[config.mk]
export PLATFORM = sky130hd
export DESIGN_NAME = demux_stream
export DESIGN_NICKNAME = d
export VERILOG_FILES = /design/src/rtl/demux_pkg.sv /design/src/rtl/demux_slot.sv /design/src/rtl/demux_stream.sv
export SDC_FILE = /design/constraint.sdc
export NUM_CORES = 1
export LEC_CHECK = 0
export BUFFER_PORTS_ARGS = -buffer_cell sky130_fd_sc_hd__buf_2
export CORE_UTILIZATION = 46
export DETAILED_ROUTE_END_ITERATION = 16
export GPL_TIMING_DRIVEN = 0
export PLACE_DENSITY = 0.83
export SLEW_MARGIN = 20
export SYNTH_ARGS = -nofsm -noshare
export SYNTH_HDL_FRONTEND = slang
export SYNTH_HIERARCHICAL = 1
export SYNTH_SLANG_ARGS = --single-unit
[constraint.sdc]
create_clock -name clk -period 2.5 [get_ports clk]
set_clock_uncertainty 0.15 [all_clocks]
set_input_delay 0.75 -clock clk [delete_from_list [all_inputs] [get_ports clk]]
set_output_delay 0.75 -clock clk [all_outputs]
set_load 0.05 [all_outputs]
[src/rtl/demux_pkg.sv]
// Shared constants and helpers for the stream demultiplexer.
package demux_pkg;

   localparam int DROP_CNT_W = 8;

   function automatic logic sel_in_range(input int unsigned sel, input int unsigned m);
      return sel < m;
   endfunction

endpackage

[src/rtl/demux_slot.sv]
// One-entry output slot: loads on accept, clears on drain, data held until overwritten.
module demux_slot #(
   parameter int N = 8
) (
   input  logic         clk,
   input  logic         reset,
   input  logic         load,
   input  logic [N-1:0] load_data,
   input  logic         drain,
   output logic         valid,
   output logic [N-1:0] data,
   output logic         can_load
);

   // A drain in the same cycle frees the slot, so a new beat can enter without a bubble.
   assign can_load = ~valid | drain;

   always_ff @(posedge clk) begin
      if (reset) begin
         valid <= 1'b0;
         data  <= '0;
      end else begin
         if (load) begin
            valid <= 1'b1;
            data  <= load_data;
         end else if (drain) begin
            valid <= 1'b0;
         end
      end
   end

endmodule

[src/rtl/demux_stream.sv]
// 1-to-M stream demultiplexer with a registered slot per output and a drop counter
// for out-of-range selects.
module demux_stream
   import demux_pkg::*;
#(
   parameter  int N    = 8,
   parameter  int M    = 2,
   localparam int SELW = $clog2(M)
) (
   input  logic                  clk,
   input  logic                  reset,
   input  logic                  in_valid,
   output logic                  in_ready,
   input  logic [N-1:0]          in_data,
   input  logic [SELW-1:0]       in_sel,
   output logic [M-1:0]          out_valid,
   input  logic [M-1:0]          out_ready,
   output logic [M*N-1:0]        out_data,
   output logic                  drop,
   output logic [DROP_CNT_W-1:0] drop_cnt
);

   logic [M-1:0] sel_hit;
   logic [M-1:0] can_load;
   logic [M-1:0] load;
   logic [M-1:0] drain;
   logic         in_range;
   logic         accept;
   logic         accept_drop;

   assign in_range    = sel_in_range(32'(in_sel), M);
   assign accept      = in_valid & in_ready;
   assign accept_drop = accept & ~in_range;

   // Out-of-range beats are always accepted so a bad select cannot wedge the producer.
   always_comb begin
      in_ready = 1'b0;
      if (!reset) begin
         if (in_range) in_ready = |(sel_hit & can_load);
         else          in_ready = 1'b1;
      end
   end

   for (genvar k = 0; k < M; k++) begin : g_slot
      assign sel_hit[k] = (32'(in_sel) == k);
      assign load[k]    = accept & sel_hit[k];
      assign drain[k]   = out_valid[k] & out_ready[k];

      demux_slot #(.N(N)) u_slot (
         .clk       (clk),
         .reset     (reset),
         .load      (load[k]),
         .load_data (in_data),
         .drain     (drain[k]),
         .valid     (out_valid[k]),
         .data      (out_data[k*N +: N]),
         .can_load  (can_load[k])
      );
   end

   always_ff @(posedge clk) begin
      if (reset) begin
         drop     <= 1'b0;
         drop_cnt <= '0;
      end else begin
         drop <= accept_drop;
         if (accept_drop && (drop_cnt != {DROP_CNT_W{1'b1}}))
            drop_cnt <= drop_cnt + 1'b1;
      end
   end

endmodule

==> results.py <==
metrics = {
    "yosys": {
        "ys_warn_count": 6,
        "synth_top_area_share": 0.465,
        "ys_seq_elements": 18,
        "synth.avg_cell_area_um2": 9.93,
        "synthCells": 78,
        "netlist_top_cells_area": "dfxtp_1 47%, mux2i_1 21%, buf_4 8.7%",
        "synth_top_area_cell": "dfxtp_1",
        "synthDistinctLibCells": 14,
        "synth-seq-area-share": 0.465,
        "syn-cell-area_um2": 774,
    },
    "clocking": {
        "insertion_delay_ps": 290,
        "cts.sinks": 18,
        "clkTransAtPathRegs_ps": 100,
        "ctsHtreeMaxLevel": 1,
        "hold_buffers": 0,
        "cts_resized": 0,
        "cts_post_setup_buffers_inserted": 0,
        "cts_root_buf": "clkbuf_4",
        "cts_buffer_depth": 2,
        "cts_tree": "built",
        "cts_inserted_buffers": 3,
    },
    "setup_path": {
        "timing.rr.end": "g_slot[0].u_slot/data[6]",
        "reg2reg_setup_slack_ps": 930,
        "cp-end-kind": "output pin",
        "critPathKind": "in -> out",
        "reg2reg_from": "g_slot[0].u_slot/valid",
        "cp_max_fo": 2,
        "start_kind": "input port",
        "reg2reg_depth": 7,
        "cp-startpoint": "out_ready[0]",
        "worst_ep_arrival_time_ps": 1520,
        "cp_common_cell": "buf_2",
        "crit_chain": "buf_2 -> and2_1 -> nand2b_1 -> nand2b_4 -> a21oi_2 -> buf_2",
        "cpPeakStageDelay_ps": 260,
        "timing.critical_path.required_ps": 1600,
        "slowest_stage": "buf_2",
    },
    "placement": {
        "portBuffers": 32,
        "dp_slack_ps": 72.9,
        "gp_congestion": 0.677,
        "dp_hpwl_um": 1120,
    },
    "global_routing": {
        "antenna_found_initial": 0,
        "grt-ovfl-total": 0,
        "first_global_vias": 599,
        "grt_pass1_wl_um": 2520,
        "grt_max_degree": 11,
        "grt_util_all_layers": 0.182,
    },
    "route": {
        "first_iter_violations": 8,
        "vias_per_cell": 4.62,
        "wl_per_cell_um": 11.2,
        "via_count": 637,
        "ant_nets": 0,
        "drc": 0,
        "wirelength_um": 1550,
        "first_pass_iters": 3,
    },
    "power": {
        "peakVddDrop_mv": 0.398,
        "leakagePower_nw": 0.525,
        "power.internal_mw": 0.430,
        "seqPwrFrac": 0.481,
        "swShare": 0.315,
        "clockPowerShare": 0.284,
        "p_sw_mw": 0.198,
        "p_comb_frac": 0.234,
        "powerDensity_mw_per_mm2": 615,
    },
    "min_path": {
        "holdPathEnd": "g_slot[0].u_slot/data[4]",
        "hold_path.class": "reg -> reg",
        "min_from": "g_slot[0].u_slot/data[4]",
        "min_delay_path_depth": 2,
    },
    "die": {
        "die_w_um": 43.0,
        "initial_core_util": 0.502,
        "core_area_mm2": 0.00154,
        "io_pins": 42,
        "row_count": 14,
        "fp.dieH_um": 43.0,
        "dieArea_mm2": 0.00185,
    },
    "timing": {
        "rsz0062_at_grt": "no",
        "period_minus_slack_ps": 2420,
        "drv_slew": 0,
        "hold_violations": 0,
        "fmax_ghz": 0.414,
        "setup_ws_ps": 81.8,
        "tns_ps": 0,
        "setup_viol": 0,
        "finalCritPeriodShare": 0.967,
    },
    "cells_and_area": {
        "final_common_cell": "buf_2",
        "area_growth_pct": 31.8,
        "fin_nets": 137,
        "drive_gt1_frac": 0.426,
        "layout_common_cells": "32 x buf_2, 18 x nor2_1, 18 x dfxtp_1, 16 x mux2i_1",
        "num_antenna_cells": 0,
    },
    "job": {
        "drv_cap": 0,
    },
    "outcome": {
        "outcome": "completed",
    },
}
-- routing by layer --
metal,vias to the layer above,part of all wire,track usage
met5,-,0,0
met4,0,0,0.0727
met3,0,0.082,0.0468
met2,31,0.48,0.300
met1,288,0.44,0.225
li1,318,-,-
-- synthesized netlist by cell type --
library cell,instances
a21oi_1,2
a21oi_2,1
and2_1,2
buf_4,9
buf_6,2
clkbuf_2,2
conb_1,1
dfxtp_1,18
inv_1,2
mux2i_1,16
nand2_1,1
nand2b_1,2
nand2b_4,2
nor2_1,18
-- registers in the layout, summed over array words and instances (netlist names) --
name                 flops
g_slot.u_slot/valid      2
g_slot.u_slot/data      16
-- cell type report --
class / count / area (um2)
Multi-Input combinational cell: 53 / 337
Tap cell: 16 / 20.0
Buffer: 13 / 100
Inverter: 2 / 7.51
Timing Repair Buffer: 32 / 160
Fill cell: 122 / 520
Sequential cell: 18 / 360
Clock buffer: 4 / 36.3
-- power by group through the flow --
stage,clock network (mW),logic [mW],registers (mW)
after floorplan,0,0.0798,0.345
after global placement,0,0.144,0.308
after CTS,0.181,0.147,0.302
final,0.178,0.147,0.302
after global routing,0.191,0.155,0.304
after detailed placement,0,0.147,0.309
-- logic make-up (layout without fill, tap and decap cells) --
group,count (synthesis),after routing,share of synthesized area
AND/OR/NAND/NOR,25,25,0.160
buffers and inverters,15,51,0.139
other,1,9,0.00484
AO/OA/AOI/OAI,3,3,0.0242
multiplexers,16,16,0.207
flip-flops,18,18,0.465
-- worst max path at each step --
stage,to,cells past startpoint
after global placement,in_ready,6
after CTS,in_ready,6
after floorplan,in_ready,4
final,in_ready,6
after global routing,in_ready,6
after detailed placement,in_ready,6
-- critical path, delay by kind of cell --
family	cells	cell delay [ps]
AND/OR/NAND/NOR	3	340
buffers and inverters	2	330
AO/OA/AOI/OAI	1	100
-- through the flow --
| step | instance area, um2 | power, mW | cells | hold WS [ps] | util |
|---|---|---|---|---|---|
| global route | 1020 | 0.650 | 138 | 396 | 0.662 |
| global placement | 985 | 0.453 | 134 | 320 | 0.639 |
| detailed placement | 985 | 0.456 | 134 | 327 | 0.639 |
| floorplan | 805 | 0.425 | 86 | 581 | - |
| CTS | 1020 | 0.631 | 138 | 352 | 0.662 |
| finish | 1020 | 0.628 | 138 | 354 | 0.662 |
No activity file was read; power rests on OpenSTA's default activity.
